[src/rtl/stream_mux_2_1.sv]
// stream_mux_2_1: round-robin 2:1 valid/ready merge, registered output, source tag.
// Optional packet lock (STREAM_MUX_PKT_LOCK_EN) keeps a multi-beat packet contiguous.
module stream_mux_2_1 #(
  parameter int DW = 8
) (
  input  logic          clk,
  input  logic          rst_n,
  input  logic          in0_valid,
  output logic          in0_ready,
  input  logic [DW-1:0] in0_data,
  input  logic          in0_last,
  input  logic          in1_valid,
  output logic          in1_ready,
  input  logic [DW-1:0] in1_data,
  input  logic          in1_last,
  output logic          out_valid,
  input  logic          out_ready,
  output logic [DW-1:0] out_data,
  output logic          out_sel,
  output logic          out_last
);

  logic          load;
  logic [1:0]    req;
  logic          gnt_vld;
  logic          gnt_idx;
  logic [DW-1:0] gnt_data;
  logic          gnt_last;
  logic          xfer;
  logic          rr;

  assign load = !out_valid || out_ready;

`ifdef STREAM_MUX_PKT_LOCK_EN
  logic lock;
  logic lock_idx;

  // While locked, the other input is masked even if the owner is idle.
  always_comb begin
    req = {in1_valid, in0_valid};
    if (lock) begin
      req = lock_idx ? {in1_valid, 1'b0}
                     : {1'b0, in0_valid};
    end
  end
`else
  assign req = {in1_valid, in0_valid};
`endif

  always_comb begin
    gnt_vld = 1'b0;
    gnt_idx = 1'b0;
    unique case (req)
      2'b01: begin
        gnt_vld = 1'b1;
        gnt_idx = 1'b0;
      end
      2'b10: begin
        gnt_vld = 1'b1;
        gnt_idx = 1'b1;
      end
      2'b11: begin
        gnt_vld = 1'b1;
        gnt_idx = ~rr;
      end
      default: begin
        gnt_vld = 1'b0;
        gnt_idx = 1'b0;
      end
    endcase
  end

  assign gnt_data = gnt_idx ? in1_data : in0_data;
  assign gnt_last = gnt_idx ? in1_last : in0_last;
  assign xfer     = load && gnt_vld;

  // Gated by rst_n so every output reads 0 while reset is held.
  assign in0_ready = rst_n && xfer && !gnt_idx;
  assign in1_ready = rst_n && xfer && gnt_idx;

  always_ff @(posedge clk or negedge rst_n) begin
    if (!rst_n) begin
      out_valid <= 1'b0;
      out_data  <= '0;
      out_sel   <= 1'b0;
      out_last  <= 1'b0;
      rr        <= 1'b1;
    end else if (load) begin
      out_valid <= gnt_vld;
      if (gnt_vld) begin
        out_data <= gnt_data;
        out_sel  <= gnt_idx;
        out_last <= gnt_last;
        rr       <= gnt_idx;
      end
    end
  end

`ifdef STREAM_MUX_PKT_LOCK_EN
  always_ff @(posedge clk or negedge rst_n) begin
    if (!rst_n) begin
      lock     <= 1'b0;
      lock_idx <= 1'b0;
    end else if (xfer) begin
      lock     <= !gnt_last;
      lock_idx <= gnt_idx;
    end
  end
`endif

endmodule

[config.mk]
export PLATFORM = sky130hd
export DESIGN_NAME = stream_mux_2_1
export DESIGN_NICKNAME = d
export VERILOG_FILES = /design/src/rtl/stream_mux_2_1.sv
export SDC_FILE = /design/constraint.sdc
export NUM_CORES = 1
export LEC_CHECK = 0
export CORE_ASPECT_RATIO = 1.1
export CORE_UTILIZATION = 33
export CTS_CLUSTER_DIAMETER = 60
export DETAILED_ROUTE_END_ITERATION = 10
export PLACE_DENSITY = 0.81
export SYNTH_ARGS = -nofsm -noshare
export SYNTH_HDL_FRONTEND = slang
export SYNTH_SLANG_ARGS = --single-unit
[constraint.sdc]
create_clock -name clk -period 1.4 [get_ports clk]
set_input_delay 0.42 -clock clk [delete_from_list [all_inputs] [get_ports clk]]
set_output_delay 0.42 -clock clk [all_outputs]
set_load 0.005 [all_outputs]
# Word level (Yosys, flattened, before mapping)
# Cells that the tools add are included.
[word_totals] regBits=12 output_inout_bits=13 word_cells=22
[classes] n_eq_ne=3 mux=4 bitwise_logic=1 n_reduce_logical=9
[op_table] op="8-bit 2-to-1 mux" count=1
[op_table] op="2-bit == test (second input constant)" count=2
[op_table] op="1-bit logical AND" count=4
[op_table] op="3-bit OR reduction" count=1
[op_table] op="2-bit by 1-bit == test with 1-bit output (second input constant)" count=1
[op_table] op="1-bit logical NOT" count=2
[op_table] op="1-bit 2-to-1 mux" count=2
[op_table] op="1-bit one-hot mux with 2 select lines" count=1
[op_table] op="2-bit AND reduction" count=1
[op_table] op="1-bit logical OR" count=1
[op_table] op="1-bit NOT" count=1

# Longest topological paths before layout
# Gate-level depths: netlist of run 1.
[depth] depth_word=6 mapped_depth=4 ltp_nobuf=3

# Worst setup path before layout of run 1
# No wires, ideal clock.
[synth_path] path_kind="input to output" startpoint="input port in1_valid" endpoint="output port in0_ready" arrival_time_ns=0.973 required_ns=0.980 path_slack_ns=0.007 path_stages=3 path_buffers=0 path_cell_list="or2_1 -> and2_4 -> and3_1"
[synth_via] elab_chain_cells=6 word_cells_on_any_way=10 cone_classes="eq/ne: 3; mux: 2; reduce/logical: 5"
[synth_lines] item="start: declaration" line_no="12" rtl="input logic in1_valid,"
[synth_lines] item="2-bit == test or 2-bit by 1-bit == test with 1-bit output (tied branches)" line_no="53" rtl="unique case (req)"
[synth_lines] item="3-bit OR reduction (no source line)"
[synth_lines] item="1-bit 2-to-1 mux" line_no="53"
[synth_lines] item="1-bit logical AND" line_no="75" rtl="assign xfer = load && gnt_vld;"
[synth_lines] item="1-bit logical AND" line_no="78" rtl="assign in0_ready = rst_n && xfer && !gnt_idx;"
[synth_lines] item="1-bit logical AND (*)" line_no="78"
[synth_lines] item="end: declaration" line_no="9" rtl="output logic in0_ready,"
# Every way passes the cells marked *; elsewhere a longest branch is shown, timed or not.

# Worst setup path after layout of run 1
[layout_path] startpoint="register rr" endpoint="output port in0_ready"
[layout_via] elab_chain_cells=4
[layout_lines] item="start: declaration" line_no="30" rtl="logic rr;"
[layout_lines] item="start signal: assignment" line_no="94" rtl="rr <= gnt_idx;"
[layout_lines] item="1-bit NOT" line_no="64" rtl="gnt_idx = ~rr;"
[layout_lines] item="1-bit one-hot mux with 2 select lines" line_no="53"
[layout_lines] item="1-bit logical NOT" line_no="78"
[layout_lines] item="1-bit logical AND" line_no="78"
# Every way passes these cells.

==> key figures, run 1 <==
Timing
  – Slew @ Worst Pin: 0.1694 ns
  – Final Hold Viols: 0
  – Post-route setup slack: -0.2525 ns
  – Slew margin rel.: 0.8870
  – Post-layout min period: 1.653 ns
  – Final-report setup violation count: 2
  – RSZ-0062 raised after global routing: true
  – Setup TNS: -0.4722 ns
  – Post-route clock period utilization: 1.180
  – Fin. max-slew vios: 0
  – Max Clock Freq: 0.6051 GHz
  – Final Skew: 0.003388 ns
  – Worst Hold Slack: 0.2283 ns

CTS
  – TritonCTS Buffers: 3
  – Clock-pin slew on the worst setup and hold paths: 0.09 ns
  – CTS Sinks: 12
  – Worst-Skew Late Latency: 0.29 ns
  – Hold_buf cts: 0
  – Max Root-Sink Buffers: 2
  – H-tree depth: 1
  – CTS tree: done
  – CTS Root Cell: clkbuf_4

Floorplanning
  – Die height: 48.44 microns
  – Top-level port count: 36
  – FP Rows: 16
  – Core Area: 0.001802 sq mm
  – Die area: 0.002142 sq mm
  – Starting Density: 0.3590
  – Die Width: 44.22 microns

Power and ir drop
  – Pwr Density: 981.1 mW/mm^2
  – Pleak: 0.5147 nW
  – Max rail drop VDD: 0.6177 mV

Setup path
  – Flop2flop setup slack: 0.06 ns
  – Nature of the critical path endpoint: output port
  – Crit path required time: 0.98 ns
  – End of the worst register-to-register path: out_data[7]
  – Critical Path AT: 1.23 ns
  – CP Max Fanout: 3
  – Worst r2r path cells: 6
  – Setup crit end: in0_ready
  – Crit Path Category: reg -> out
  – Worst reg2reg startpoint: rr
  – Worst Setup SP: rr
  – CP startpoint kind: flip-flop

Global route
  – First-pass GRT wire length: 2870 microns
  – Initial antenna violation count: 0
  – Gr usage total: 0.1900
  – Vias in the first global route: 654
  – GR Overflow Total: 0
  – Largest net degree at the start of global routing: 11

Outcome
  – Failing checks: design-rule violations, negative setup slack
  – Status: finished, violations left

Yosys
  – Top post-synthesis cells by area: dfrtp_1, a31oi_2, nand2_1
  – Yosys reg bits: 12
  – EDFF count, synth: 0
  – Multiplexer share of the synthesized area: 0
  – Largest family of logic cells by synthesized area: compound AO/OA/AOI/OAI gates
  – Syn_area_per_cell: 9.801 sq um
  – Synthesized area: 646.9 sq um
  – Post-synthesis cell type count: 16
  – Gate Count Post-Synth: 66
  – Area leader, netlist: dfrtp_1
  – Synth Area in Compound Gates: 0.3075
  – Yosys synthesis warning count: 0
  – Top-area cell type share of the netlist area: 0.4255
  – Register area share after synthesis: 0.4662
  – Top-count cell post-synth: nand2_1
  – Leading register cell type out of synthesis: dfrtp_1
  – Synth Area in Adders: 0
  – Async S/R FF share, synth: 1.000
  – Synth Area in Simple Gates: 0.1721
  – Synthesized net count: 89
  – XOR/XNOR Fraction of Synth Area: 0
  – Post-synth top cells: nand2_1, dfrtp_1, a21oi_1

Finish
  – Layout filler cell count: 154
  – Fin area: 0.001136 sq mm
  – Multi-input gate area: 317.8 sq um
  – Reg area: 301.5 sq um
  – Layout cells sized above 1: 0.3390
  – Fin nets: 142
  – Area Growth Syn to Fin: 75.63%
  – Final core occ: 0.6306
  – N_diodes: 0

Drt
  – Detail Route Antenna Nets: 0
  – Vias/cell: 4.963
  – Initial DRC count: 10
  – 1st-pass router iterations: 7
  – Drt total wl: 1793 microns
  – Residual DRC count: 2
  – DR WL/cell: 13.18 microns
  – Vias: 675

Placement
  – GPL Wtd Cong: 0.7028
  – PortBufs: 35
  – Placed cell area: 0.001071 sq mm
  – Pre-CTS WS: -0.8696 ns

Job
  – Max_cap viols: 0

Hold path
  – Hold WC Path Type: in -> async
==> repair_timing <==
| action | 4_1_cts | 5_1_grt |
|---|---|---|
| pin swaps | 6 | 5 |
| resized for setup | 28 | 2 |
| cloned | 0 | 0 |
| buffers inserted | 4 | 3 |
| endpoints found under the setup margin | 13 | 3 |
==> layout by cell type (no fill, tap or decap) <==
master,Yosys,layout
a31oi_1,1,1
dfstp_2,1,1
nand2_1,19,19
a31oi_2,9,9
nand2b_4,0,1
a21oi_1,10,10
buf_4,0,17
a21bo_1,1,1
buf_6,1,1
dfrtp_1,11,11
clkbuf_2,0,1
clkdlybuf4s50_1,0,18
a21boi_2,1,1
clkdlybuf4s15_1,0,1
o21ai_2,1,1
clkbuf_8,0,1
inv_1,1,1
dlygate4sd2_1,0,12
buf_2,4,3
and2_4,1,1
and3_1,2,2
nand2b_1,2,1
clkbuf_4,0,3
or2_1,1,1
==> worst min path at each step <==
stage,startpoint,to,slack [ns],depth (start not counted)
2_1_floorplan,rst_n,out_data[0],0.12,0
5_1_grt,rst_n,out_data[0],0.23,2
6_report,rst_n,out_data[6],0.23,2
3_3_place_gp,out_sel,out_sel,0.52,2
3_5_place_dp,out_sel,out_sel,0.53,2
4_1_cts,rst_n,out_data[0],0.22,2
==> per-stage QoR <==
| step | cells | total power, mW |
|---|---|---|
| 5_1_grt | 136 | 1.174 |
| 2_1_floorplan | 66 | 0.5980 |
| 4_1_cts | 133 | 1.103 |
| 3_3_place_gp | 125 | 0.8144 |
| 6_report | 136 | 1.115 |
| 3_5_place_dp | 125 | 0.8294 |
==> sequential cells by signal, summed over array words and instances, names as in the netlist <==
name	cells
out_last	1
out_data	8
out_valid	1
rr	1
out_sel	1
==> final cells by class <==
type | instances | area share
clock buffer | 4 | 0.03194
inverter | 1 | 0.003304
sequential | 12 | 0.2654
timing repair buffer | 53 | 0.3998
multi-input combinational | 48 | 0.2797
tap | 18 | 0.01982
==> power breakdown <==
group | switching, mW | internal [mW] | leakage (nW)
sequential | 0.0313 | 0.407 | 0.134
combinational | 0.152 | 0.221 | 0.360
clock | 0.145 | 0.159 | 0.0210
==> worst max-delay path: stages, from the launching register on <==
cell	delay [ns]
dfstp_2	0.56
a21bo_1	0.13
and3_1	0.14
buf_2	0.10
==> cells by family (layout without fill, tap and decap cells) <==
group,after synthesis,after routing
compound gates,23,23
simple gates,25,25
flops,12,12
buf+inv,6,58
==> layer usage <==
| layer | up-vias | routed length, microns | GRT usage | part of all wire |
|---|---|---|---|---|
| li1 | 330 | - | - | - |
| met1 | 321 | 661 | 0.1990 | 0.37 |
| met2 | 19 | 1029 | 0.3407 | 0.57 |
| met3 | 5 | 51 | 0.02239 | 0.028 |
| met4 | 0 | 51 | 0.1212 | 0.028 |
| met5 | - | 0 | 0 | 0 |
Note: power is estimated with default switching activity, not from simulation.
==> inputs of run 2 (changes only) <==
- CORE_MARGIN: default -> 2
==> run 2 against run 1 <==
Compared with the run above:
- combinational power hardly changed
- register-to-register slack worse by 0.02 ns
- critical path depth stayed put
- sequential power hardly changed
- the run ends with negative setup slack left
- core utilization is 0.49 points lower
- sequential share of layout area is 0.087 points lower
- die area is 8.8% higher
- cell count is 5.1% higher
- largest cell class unchanged
- design area is 0.33% higher
- worst setup slack better by 0.0039 ns
- worst hold slack better by 0.026 ns
- global-route usage is 1.1 points lower
==> key figures, run 2 (synthesized netlist as in run 1, its figures left out) <==
Power and ir drop
  – Power share of the sequential group: 0.399
  – Comb power frac: 0.340
  – Clock power frac: 0.261
  – Pleak: 0.5038 nW
  – P_int: 0.7849 mW
  – Max rail drop VDD: 0.6676 mV
  – Pwr Density: 964.7 mW/mm^2
  – Sw frac: 0.2862
  – Switching Power: 0.3147 mW

Setup path
  – CP cell instances: a21bo_1, and3_4, buf_6
  – Critical Path AT: 1.23 ns
  – Worst r2r path cells: 6
  – CP Max Fanout: 3
  – Buf+Inv Stages, Crit Path: 1
  – Flop2flop setup slack: 0.04 ns
  – Nature of the critical path endpoint: output port
  – Crit path required time: 0.98 ns
  – Top cell family by delay on the critical path: flip-flops
  – Worst path depth: 3
  – Worst reg2reg startpoint: rr
  – End of the worst register-to-register path: out_data[0]
  – Slowest cell on crit path: dfstp_2
  – Worst Setup SP: rr
  – CP max stage delay: 0.56 ns
  – Setup crit end: in0_ready
  – CP startpoint kind: flip-flop
  – Crit Path Category: reg -> out

Floorplanning
  – Die height: 50.44 microns
  – Starting Density: 0.3551
  – Top-level port count: 36
  – Die Width: 46.22 microns
  – Die area: 0.002331 sq mm
  – FP Rows: 16
  – Core Area: 0.001822 sq mm

Finish
  – Reg area: 301.5 sq um
  – Area Growth Syn to Fin: 76.21%
  – N_diodes: 0
  – Layout cells sized above 1: 0.3362
  – Fin cells: 143
  – Layout filler cell count: 158
  – Commonest non-fill, non-tap cell in the layout: nand2_1
  – Reg with most FFs: out_data
  – Most frequent cells in the layout: nand2_1, clkdlybuf4s50_1, buf_4, dlygate4sd2_1, dfrtp_1
  – Multi-input gate area: 322.8 sq um
  – Fin nets: 140
  – Max reg flops: 8

Hold path
  – Hold WC Path Type: in -> async

Timing
  – Slew margin rel.: 0.8793
  – Fin. max-slew vios: 0
  – Final-report setup violation count: 2
  – Slew @ Worst Pin: 0.1810 ns
  – Final Hold Viols: 0
  – RSZ-0062 raised after global routing: true
  – Final Skew: 0.004944 ns
  – Post-route clock period utilization: 1.178
  – Post-layout min period: 1.649 ns
  – Post-route setup slack: -0.2487 ns
  – Max Clock Freq: 0.6066 GHz

CTS
  – H-tree depth: 1
  – TritonCTS Buffers: 3
  – Clock-pin slew on the worst setup and hold paths: 0.08 ns
  – Max Root-Sink Buffers: 2
  – Hold_buf cts: 0
  – CTS Root Cell: clkbuf_4
  – CTS Sinks: 12
  – CTS tree: done
  – Worst-Skew Late Latency: 0.28 ns

Drt
  – DR WL/cell: 12.85 microns
  – Initial DRC count: 7
  – Detail Route Antenna Nets: 0
  – Residual DRC count: 0
  – Vias: 694
  – 1st-pass router iterations: 4
  – Vias/cell: 4.853
  – Drt total wl: 1837 microns

Placement
  – Pre-CTS WS: -0.9090 ns
  – DP HPWL: 1388 microns
  – Placed instance count: 133
  – GPL Wtd Cong: 0.7525
  – PortBufs: 35

Global route
  – Gr usage total: 0.1786
  – Largest net degree at the start of global routing: 14
  – Initial antenna violation count: 0
  – Vias in the first global route: 667
  – First-pass GRT wire length: 2925 microns
  – GR Overflow Total: 0

Outcome
  – Status: finished, violations left
  – Failing checks: negative setup slack

Job
  – Max_cap viols: 0
-- run 2: repair_timing --
action	CTS	global route
gates resized for setup	31	1
cloned	0	0
pin swaps	5	2
buffers inserted	5	1
setup endpoints to repair	22	3
-- run 2: power groups by stage --
| stage | combinational, mW | sequential, mW | clock [mW] |
|---|---|---|---|
| floorplan | 0.149 | 0.449 | 0 |
| global placement | 0.371 | 0.443 | 0 |
| detailed placement | 0.384 | 0.448 | 0 |
| CTS | 0.374 | 0.439 | 0.286 |
| global route | 0.408 | 0.444 | 0.304 |
| finish | 0.374 | 0.439 | 0.287 |
-- run 2: area by class of cell --
type / count / area share
inverters: 1 / 0.003293
flip-flops and latches: 12 / 0.2645
repair buffers: 51 / 0.3875
clock buffers: 4 / 0.03183
well taps: 27 / 0.02964
multi-input cells: 48 / 0.2832
-- run 2: stage by stage --
step | power, mW | area, sq um | util | TNS [ns] | hold slack, ns
2_1_floorplan | 0.5980 | 646.9 | - | 0 | 0.1244
3_3_place_gp | 0.8142 | 1075 | 0.5900 | -4.280 | 0.5224
3_5_place_dp | 0.8320 | 1075 | 0.5900 | -5.096 | 0.5325
4_1_cts | 1.098 | 1131 | 0.6209 | -0.4875 | 0.2403
5_1_grt | 1.156 | 1140 | 0.6257 | -0.6060 | 0.2656
6_report | 1.100 | 1140 | 0.6257 | -0.4616 | 0.2539
-- run 2: worst min path at each step --
stage                     startpoint           to  slack [ns]  cells after the start
after floorplan                rst_n  out_data[0]        0.12                      0
after global placement       out_sel      out_sel        0.52                      2
after detailed placement     out_sel      out_sel        0.53                      2
after CTS                      rst_n  out_data[4]        0.24                      2
after global routing           rst_n  out_data[1]        0.27                      2
final                          rst_n  out_data[1]        0.25                      2
-- run 2: per-layer routing --
layer | part of all wire | global-route usage | vias up
met4 | 0.024 | 0.1000 | 0
met2 | 0.57 | 0.3194 | 22
met1 | 0.36 | 0.1889 | 340
met5 | 0 | 0 | -
li1 | - | - | 328
met3 | 0.039 | 0.02518 | 4
